--- config.mk ---
export PLATFORM = sky130hd
export DESIGN_NAME = cspi_cmd_ctrl_flat
export DESIGN_NICKNAME = d
export VERILOG_FILES = /design/src/rtl/cspi_pkg.sv /design/src/rtl/cspi_cmd_ctrl_if.sv /design/src/rtl/cyc_timer.sv /design/src/rtl/cspi_cmd_ctrl.sv /design/src/flat_wrapper.sv
export SDC_FILE = /design/constraint.sdc
export NUM_CORES = 1
export LEC_CHECK = 0
export BUFFER_PORTS_ARGS = -buffer_cell sky130_fd_sc_hd__buf_2
export CAP_MARGIN = 0
export CELL_PAD_IN_SITES_DETAIL_PLACEMENT = 1
export CELL_PAD_IN_SITES_GLOBAL_PLACEMENT = 2
export CORE_MARGIN = 4
export CORE_UTILIZATION = 34
export DETAILED_ROUTE_END_ITERATION = 6
export PLACE_DENSITY = 0.94
export SYNTH_ARGS = -nofsm -noshare
export SYNTH_HDL_FRONTEND = slang
export SYNTH_SLANG_ARGS = --single-unit
--- constraint.sdc ---
create_clock -name clk_sys -period 6.7 [get_ports clk_sys]
set_input_delay 0.67 -clock clk_sys [delete_from_list [all_inputs] [get_ports clk_sys]]
set_output_delay 0.67 -clock clk_sys [all_outputs]
set_load 0.02 [all_outputs]
--- src/rtl/cspi_pkg.sv ---
// Shared encodings for the SPI command controller: FSM state codes, command
// layout and the fixed return bytes.
package cspi_pkg;

  localparam logic [2:0] ST_IDLE     = 3'd0;
  localparam logic [2:0] ST_WR_DATA  = 3'd1;
  localparam logic [2:0] ST_WR_SUM   = 3'd2;
  localparam logic [2:0] ST_WR_REQ   = 3'd3;
  localparam logic [2:0] ST_RD_REQ   = 3'd4;
  localparam logic [2:0] ST_RD_DUMMY = 3'd5;

  localparam int         CMD_WR_BIT = 7;
  localparam logic [7:0] RD_TO_VAL  = 8'hEE;
  localparam logic [7:0] CTRL_Q_RST = 8'hFF;

  // States in which the controller is waiting on the SPI master for a byte.
  function automatic logic is_frame_state(input logic [2:0] st);
    return (st == ST_WR_DATA) || (st == ST_WR_SUM) || (st == ST_RD_DUMMY);
  endfunction

endpackage

--- src/rtl/cspi_cmd_ctrl_if.sv ---
// Register-file bus between the SPI command controller (master) and the
// register file (slave).
interface cspi_cmd_ctrl_if;
  // reg_wr / reg_rd are levels held by the master until reg_ack (one cycle,
  // slave) or until the master gives up; reg_rdata is valid only with reg_ack.
  logic [6:0] reg_addr;
  logic [7:0] reg_wdata;
  logic       reg_wr;
  logic       reg_rd;
  logic [7:0] reg_rdata;
  logic       reg_ack;

  modport master (output reg_addr, reg_wdata, reg_wr, reg_rd,
                  input  reg_rdata, reg_ack);
  modport slave  (input  reg_addr, reg_wdata, reg_wr, reg_rd,
                  output reg_rdata, reg_ack);
endinterface

--- src/rtl/cyc_timer.sv ---
// Cycle timer: counts enabled cycles and pulses tc on the LIMIT-th one.
// clr has priority over en and suppresses tc.
module cyc_timer #(
  parameter int LIMIT = 255
) (
  input  logic clk,
  input  logic rst,
  input  logic clr,
  input  logic en,
  output logic tc
);
  localparam int            CW   = (LIMIT > 1) ? $clog2(LIMIT) : 1;
  localparam logic [CW-1:0] LAST = CW'(LIMIT - 1);

  logic [CW-1:0] cnt;

  assign tc = en && !clr && (cnt == LAST);

  always_ff @(posedge clk) begin
    if (rst || clr) begin
      cnt <= '0;
    end else if (en) begin
      cnt <= tc ? '0 : cnt + CW'(1);
    end
  end
endmodule

--- src/rtl/cspi_cmd_ctrl.sv ---
// SPI command decoder driving a register-file bus. Optional write checksum
// byte is built in when CSPI_CMD_SUM_EN is defined.
module cspi_cmd_ctrl
  import cspi_pkg::*;
#(
  parameter int FRAME_TO = 1_000_000,
  parameter int ACK_TO   = 255
) (
  input  logic                    clk_sys,
  input  logic                    rst,
  input  logic [7:0]              ctrl_data,
  input  logic                    ctrl_dvld,
  output logic [7:0]              ctrl_q,
  output logic                    ctrl_qvld,
  cspi_cmd_ctrl_if.master         reg_bus,
  output logic [7:0]              err_cnt,
  output logic                    busy,
  output logic [2:0]              dbg_state
);
  logic [2:0] state;
  logic [7:0] q_r, wdata_r, err_r;
  logic [6:0] addr_r;
  logic       qvld_r, wr_r, rd_r;
  logic       in_frame, in_req, frame_tc, ack_tc, sum_bad, err_ev;

  assign in_frame = is_frame_state(state);
  assign in_req   = (state == ST_WR_REQ) || (state == ST_RD_REQ);

  // A received byte restarts the frame timer; an ack stops the ack timer.
  cyc_timer #(.LIMIT(FRAME_TO)) u_frame_tmr (
    .clk(clk_sys), .rst(rst), .clr(!in_frame || ctrl_dvld), .en(in_frame), .tc(frame_tc)
  );
  cyc_timer #(.LIMIT(ACK_TO)) u_ack_tmr (
    .clk(clk_sys), .rst(rst), .clr(!in_req || reg_bus.reg_ack), .en(in_req), .tc(ack_tc)
  );

`ifdef CSPI_CMD_SUM_EN
  assign sum_bad = (state == ST_WR_SUM) && ctrl_dvld &&
                   (ctrl_data != ({1'b1, addr_r} ^ wdata_r));
`else
  assign sum_bad = 1'b0;
`endif

  // Coinciding error sources collapse into a single increment.
  assign err_ev = frame_tc || ack_tc || (in_req && ctrl_dvld) || sum_bad;

  always_ff @(posedge clk_sys) begin
    if (rst) begin
      state   <= ST_IDLE;
      q_r     <= CTRL_Q_RST;
      qvld_r  <= 1'b0;
      addr_r  <= '0;
      wdata_r <= '0;
      wr_r    <= 1'b0;
      rd_r    <= 1'b0;
    end else begin
      qvld_r <= 1'b0;
      case (state)
        ST_IDLE: begin
          if (ctrl_dvld) begin
            addr_r <= ctrl_data[6:0];
            if (ctrl_data[CMD_WR_BIT]) begin
              state <= ST_WR_DATA;
            end else begin
              state <= ST_RD_REQ;
              rd_r  <= 1'b1;
            end
          end
        end
        ST_WR_DATA: begin
          if (ctrl_dvld) begin
            wdata_r <= ctrl_data;
`ifdef CSPI_CMD_SUM_EN
            state   <= ST_WR_SUM;
`else
            state   <= ST_WR_REQ;
            wr_r    <= 1'b1;
`endif
          end else if (frame_tc) begin
            state <= ST_IDLE;
          end
        end
`ifdef CSPI_CMD_SUM_EN
        ST_WR_SUM: begin
          if (ctrl_dvld) begin
            if (sum_bad) begin
              state <= ST_IDLE;
            end else begin
              state <= ST_WR_REQ;
              wr_r  <= 1'b1;
            end
          end else if (frame_tc) begin
            state <= ST_IDLE;
          end
        end
`endif
        ST_WR_REQ: begin
          if (reg_bus.reg_ack || ack_tc) begin
            wr_r  <= 1'b0;
            state <= ST_IDLE;
          end
        end
        ST_RD_REQ: begin
          // The master always gets a return byte, even when the read times out.
          if (reg_bus.reg_ack || ack_tc) begin
            rd_r   <= 1'b0;
            q_r    <= reg_bus.reg_ack ? reg_bus.reg_rdata : RD_TO_VAL;
            qvld_r <= 1'b1;
            state  <= ST_RD_DUMMY;
          end
        end
        ST_RD_DUMMY: begin
          if (ctrl_dvld || frame_tc) state <= ST_IDLE;
        end
        default: state <= ST_IDLE;
      endcase
    end
  end

  always_ff @(posedge clk_sys) begin
    if (rst) begin
      err_r <= '0;
    end else if (err_ev && (err_r != 8'hFF)) begin
      err_r <= err_r + 8'd1;
    end
  end

  assign ctrl_q            = q_r;
  assign ctrl_qvld         = qvld_r;
  assign reg_bus.reg_addr  = addr_r;
  assign reg_bus.reg_wdata = wdata_r;
  assign reg_bus.reg_wr    = wr_r;
  assign reg_bus.reg_rd    = rd_r;
  assign err_cnt           = err_r;
  assign busy              = (state != ST_IDLE);
  assign dbg_state         = state;
endmodule

--- src/flat_wrapper.sv ---
// flat-port wrapper written by rule: the top's interface ports become plain ports
module cspi_cmd_ctrl_flat import cspi_pkg::*;
#(
  parameter int FRAME_TO = 1_000_000,
  parameter int ACK_TO   = 255
)
  (clk_sys, rst, ctrl_data, ctrl_dvld, ctrl_q, ctrl_qvld, err_cnt, busy, dbg_state, reg_bus_reg_addr, reg_bus_reg_wdata, reg_bus_reg_wr, reg_bus_reg_rd, reg_bus_reg_rdata, reg_bus_reg_ack);
  cspi_cmd_ctrl_if reg_bus_i ();
  input  logic clk_sys;
  input  logic rst;
  input  logic [7:0] ctrl_data;
  input  logic ctrl_dvld;
  output logic [7:0] ctrl_q;
  output logic ctrl_qvld;
  output logic [7:0] err_cnt;
  output logic busy;
  output logic [2:0] dbg_state;
  output wire logic [$bits(reg_bus_i.reg_addr)-1:0] reg_bus_reg_addr;
  output wire logic [$bits(reg_bus_i.reg_wdata)-1:0] reg_bus_reg_wdata;
  output wire logic [$bits(reg_bus_i.reg_wr)-1:0] reg_bus_reg_wr;
  output wire logic [$bits(reg_bus_i.reg_rd)-1:0] reg_bus_reg_rd;
  input wire logic [$bits(reg_bus_i.reg_rdata)-1:0] reg_bus_reg_rdata;
  input wire logic [$bits(reg_bus_i.reg_ack)-1:0] reg_bus_reg_ack;
  assign reg_bus_reg_addr = reg_bus_i.reg_addr;
  assign reg_bus_reg_wdata = reg_bus_i.reg_wdata;
  assign reg_bus_reg_wr = reg_bus_i.reg_wr;
  assign reg_bus_reg_rd = reg_bus_i.reg_rd;
  assign reg_bus_i.reg_rdata = reg_bus_reg_rdata;
  assign reg_bus_i.reg_ack = reg_bus_reg_ack;
  cspi_cmd_ctrl #(.FRAME_TO(FRAME_TO), .ACK_TO(ACK_TO)) u_core (.clk_sys(clk_sys), .rst(rst), .ctrl_data(ctrl_data), .ctrl_dvld(ctrl_dvld), .ctrl_q(ctrl_q), .ctrl_qvld(ctrl_qvld), .reg_bus(reg_bus_i), .err_cnt(err_cnt), .busy(busy), .dbg_state(dbg_state));
endmodule
# Word-level counts from Yosys, hierarchy flattened

Cells that the tools add are included.

$add $sub $neg: 3
Eq/ne operators: 15
Mux-type cells: 18
Bitwise logic cells: 1
Reduce and logical (&&, ||, !) cells: 32

Operators by type and width:

| operator              | count |
|---|---|
| $mux 3                | 7 |
| $add 20x1->20 const B | 1 |
| $eq 20x20->1 const B  | 1 |
| $mux 20               | 1 |
| $add 8x1->8 const B   | 2 |
| $mux 8                | 2 |
| $pmux 3 s5            | 1 |
| $ne 2x2->1 const B    | 6 |
| $logic_or 1x1->1      | 11 |
| $eq 8x8->1 const B    | 1 |
| $ne 8x8->1 const B    | 1 |
| $eq 3x2->1 const B    | 2 |
| $eq 3x3->1 const B    | 2 |
| $logic_and 1x1->1     | 6 |
| $reduce_and 2->1      | 3 |
| $mux 1                | 5 |
| $reduce_and 5->1      | 1 |
| $logic_not 1->1       | 4 |
| $pmux 1 s2            | 2 |
| $reduce_and 4->1      | 1 |
| $reduce_bool 2->1     | 2 |
| $eq 3x1->1 const B    | 1 |
| $logic_not 3->1       | 1 |
| $ne 3x2->1 const B    | 1 |
| 4 further kinds       | 4 |

Register bits after elaboration: 65
Input bits: 20
Output and inout bits: 38
Logic and storage cells: 79

# Depth between registers and ports, before layout

Depth in word-level cells: 11
Gate-level depth with buffers: 9
Mapped depth without buffers: 8

# By module

A second synthesis with hierarchy kept.

Cells, all modules: 340
Area total of the unflattened synthesis: 3017.9 sq um

By module, submodules not included:

| module                          | instances | cells each | area each (sq um) | seq. area each (sq um) |
|---|---|---|---|---|
| cspi_cmd_ctrl                   | 1         | 187        | 1606.5            | 740.7 |
| cyc_timer at u_core.u_frame_tmr | 1         | 110        | 1016.0            | 400.4 |
| cyc_timer at u_core.u_ack_tmr   | 1         | 43         | 395.4             | 160.2 |

# Worst setup path after synthesis

No wires, ideal clock.

Path type: register to register
Start point: register u_core.u_frame_tmr.cnt[7]
End point: register u_core.err_r[6], in the netlist u_core.err_cnt[6]
Library setup time: 0.123 ns
Arrival time: 2.378 ns
Data required time: 6.577 ns
Setup slack: 4.199 ns
Stages on the path, launching flop included: 7
Buffers on the path: 0
Clock period less this slack: 2.501 ns
Cells stage by stage: dfxtp_1 -> or4b_1 -> or4b_4 -> nor4_4 -> nor2_2 -> nor4b_1 -> mux2_1

Cells in the longest elaborated chain, start to end: 5

RTL lines:

| item                           | RTL line             | source |
|---|---|---|
| start: declaration             | cyc_timer.sv:15      | `logic [CW-1:0] cnt;` |
| start signal: assignment       | cyc_timer.sv:23      | `cnt <= tc ? '0 : cnt + CW'(1);` |
| $eq 20x20->1                   | cyc_timer.sv:17      | `assign tc = en && !clr && (cnt == LAST);` |
| $logic_and 1x1->1              | cyc_timer.sv:17      |  |
| $logic_or 1x1->1 (2 in series) | cspi_cmd_ctrl.sv:45  | `assign err_ev = frame_tc \|\| ack_tc \|\| (in_req && ctrl_dvld) \|\| sum_bad;` |
| $logic_and 1x1->1              | cspi_cmd_ctrl.sv:123 | `end else if (err_ev && (err_r != 8'hFF)) begin` |
| end signal: assignment         | cspi_cmd_ctrl.sv:124 | `err_r <= err_r + 8'd1;` |
| end: declaration               | cspi_cmd_ctrl.sv:21  | `logic [7:0] q_r, wdata_r, err_r;` |

Every way passes these cells.
A chain may end at the register's enable or synchronous reset.

# Worst setup path after layout

Same ends and word-level chain as after synthesis.

==> results.md <==
* Setup Buffers After CTS at 0
* Syn avg cell area at around 8.6 um^2
* Cell Area, Synth at approximately 2700 um^2
* Synth warn at 0
* DRC Markers at 0
* Die W at 97.82 um
* Number of synthesized flops with an enable pin at 0
* Status: finished, final reports clean
* Largest net degree at the start of global routing at 42
* Min Hold Slack at approximately 0.46 ns
* Crit path arrival time at between 2 and 3 ns
* Final period utilization at approximately two fifths
* HPWL after DPL at approximately 5 mm
* DP Cell Count at ~470
* Drt first pass iters at 4
* CP Max Fanout at 8
* Area growth syn-to-layout at 21.35%
* Synth Area in Adders at under 10%
* WL final at approximately 7 mm
* Pre-CTS setup slack at approximately 4.0 ns
* Final-stage net count at 400
* Synth top area share at between 40% and 50%
* Sequential area share after synthesis at 47.45%
* Critical path data required time at approximately 6.9 ns
* Synth top area cells: dfxtp_1 (47%), nor2_1 (6.4%), nand2_1 (6.2%)
* Top_reg_cell synth: dfxtp_1
* Max Cap Viol at 0
* Routed vias/inst at 5.054
* Synth Area in Compound Gates at between 10% and 20%
* CTS tree: built
* Maximum vdd drop at approximately 0.08 mV
* Vias at about 2400
* Total grt overflow at 0
* First-pass GRT wire length at roughly 12 mm
* TritonCTS buffer count at 9
* Yosys reg bits at between 60 and 70
* Setup TNS at 0 ns
* Die Span Y at between 90 and 100 um
* Synth Area in Simple Gates at between 20% and 30%
* Max Freq at roughly 360 MHz
* # resized after CTS at 0
* I/O Pins at slightly below 60
* Worst-Margin Slew at between 0.8 and 0.9 ns
* Most frequent cells in the layout: dfxtp_1 (65), buf_2 (57), nor2_1 (47), nand2_1 (45), a21oi_1 (21)
* Starting Density at about a third
* Syn Nets at 343
* Largest family of logic cells by synthesized area: simple AND/OR/NAND/NOR gates
* Final Max Slew Viols at 0
* Vias in the first global route at around 2500
* Commonest non-fill, non-tap cell in the layout: dfxtp_1
* CTS clock-pin slew for the worst setup and hold paths at roughly 0.070 ns
* Clock Latency Late Sink at 0.34 ns
* Die ar. at 9568 um^2
* Hold buffers post-CTS at 0
* Core Footprint at ~7800 um^2
* Finished Layout Cells at 482
* RSZ-0062 raised after global routing: false
* Min-delay worst type: flip-flop to flip-flop
* Pwr/cell area at roughly 250 nW/um^2
* Longest Clk Path Bufs at 2
* GRT Overall Usage at 15.04%
* Ant diodes at 0
* Worst Setup End Kind: flip-flop
* Initial antenna violation count at 0
* Remaining antenna violation count at 0
* Ys async rst share at 0%
* Worst Path Class, Setup: flip-flop to flip-flop
* Startpoint Class: flip-flop
* Worst Skew at 0.008864 ns
* Sink Count at 65
* PortBufs at 57
* Site Rows at 32
* XOR/XNOR Fraction of Synth Area at 8.303%
* Largest area contributor in the netlist: dfxtp_1
* Cell variety after synth at 44
* Tmin final at 2.762 ns
* GPL Wtd Cong at around 0.75
* Rel. slew slack at 42.77%
* Layout fillers at 960
* Final setup vio count at 0
* LEAKAGE at roughly 0.0013 uW
* Layout cells sized above 1 at ~22%
* Depth of the CTS H-tree at 3
* Synth Instances at between 300 and 400
* Wire per inst at between 10 and 15 um
* CTS root buffer: clkbuf_8
* Initial drt markers at 64
* Hold Vio Cnt, Final at 0
* Final setup margin at slightly below 4 ns
* Multiplexer share of the synthesized area at less than 1%
[critical path: stages, from the launching register on]
cell and delay (ns):
dfxtp_1 0.33, or4b_1 0.53, or4b_4 0.57, nor4_4 0.28, nor2_2 0.13, nor4b_1 0.43, mux2_1 0.37
[cells in the mapped netlist, drive strengths merged, types with 3 or more instances]
| master | number |
|---|---|
| dfxtp | 65 |
| nor2 | 48 |
| nand2 | 45 |
| a21oi | 21 |
| xor2 | 18 |
| nand3 | 17 |
| clkbuf | 11 |
| nand2b | 8 |
| xnor2 | 8 |
| o22ai | 7 |
| and4 | 5 |
| inv | 5 |
| nor2b | 5 |
| nor3 | 5 |
| and3 | 4 |
| ha | 4 |
| nand4 | 4 |
| o21ai | 4 |
| or3 | 4 |
| and2 | 3 |
| or2 | 3 |
[cells by family after synthesis]
family	count (synthesis)
compound gates	46
buf+inv	16
simple gates	160
flops	65
fa+ha+maj	4
xor+xnor	26
mux	2
[through the flow]
step	cell area, um^2	total power, uW	utilization (%)
after detailed placement	3114	502.1	40.09
after floorplan	2743	469.8	-
after global routing	3328	880.8	42.85
final	3328	846.6	42.85
after CTS	3328	855.9	42.85
after global placement	3114	499.6	40.09
[final cells by class]
class	count	area (um^2)	share of cell area [%]
inverter	5	18.77	0.5639
clock buffer	13	178.9	5.376
clock inverter	2	35.03	1.053
multi-input combinational	238	1381	41.50
timing repair buffer	57	285.3	8.571
sequential	65	1301	39.10
tap	102	127.6	3.835
[routing by layer]
metal / part of all wire, % / GRT usage, % / vias up
met5: 0 / 0 / -
met4: 1.7 / 5.857 / 0
met3: 4.9 / 4.571 / 10
met2: 46 / 24.88 / 53
met1: 47 / 18.37 / 1166
li1: - / - / 1207
[report_power, final]
group	switching [uW]	internal, uW	leakage [uW]
Sequential	10.4	398	0.000527
Clock	145	210	0.000112
Combinational	54.2	28.8	0.000649
[registers in the layout, summed over array words and instances (netlist names), 3 cells and up]
name	count
u_core.dbg_state	3
u_core.u_frame_tmr.cnt	20
u_core.reg_bus.reg_wdata	8
u_core.err_cnt	8
u_core.reg_bus.reg_addr	7
u_core.u_ack_tmr.cnt	8
u_core.ctrl_q	8
[final timing paths]
check | depth (start not counted) | slack (ns) | to | startpoint
setup reg to reg | 6 | 3.94 | u_core.err_cnt[6] | u_core.u_frame_tmr.cnt[7]
hold reg to reg | 2 | 0.46 | u_core.reg_bus.reg_wdata[2] | u_core.reg_bus.reg_wdata[2]
setup / recovery | 6 | 3.94 | u_core.err_cnt[6] | u_core.u_frame_tmr.cnt[7]
hold / removal | 2 | 0.46 | u_core.reg_bus.reg_wdata[2] | u_core.reg_bus.reg_wdata[2]
Note: power is estimated with default switching activity, not from simulation.
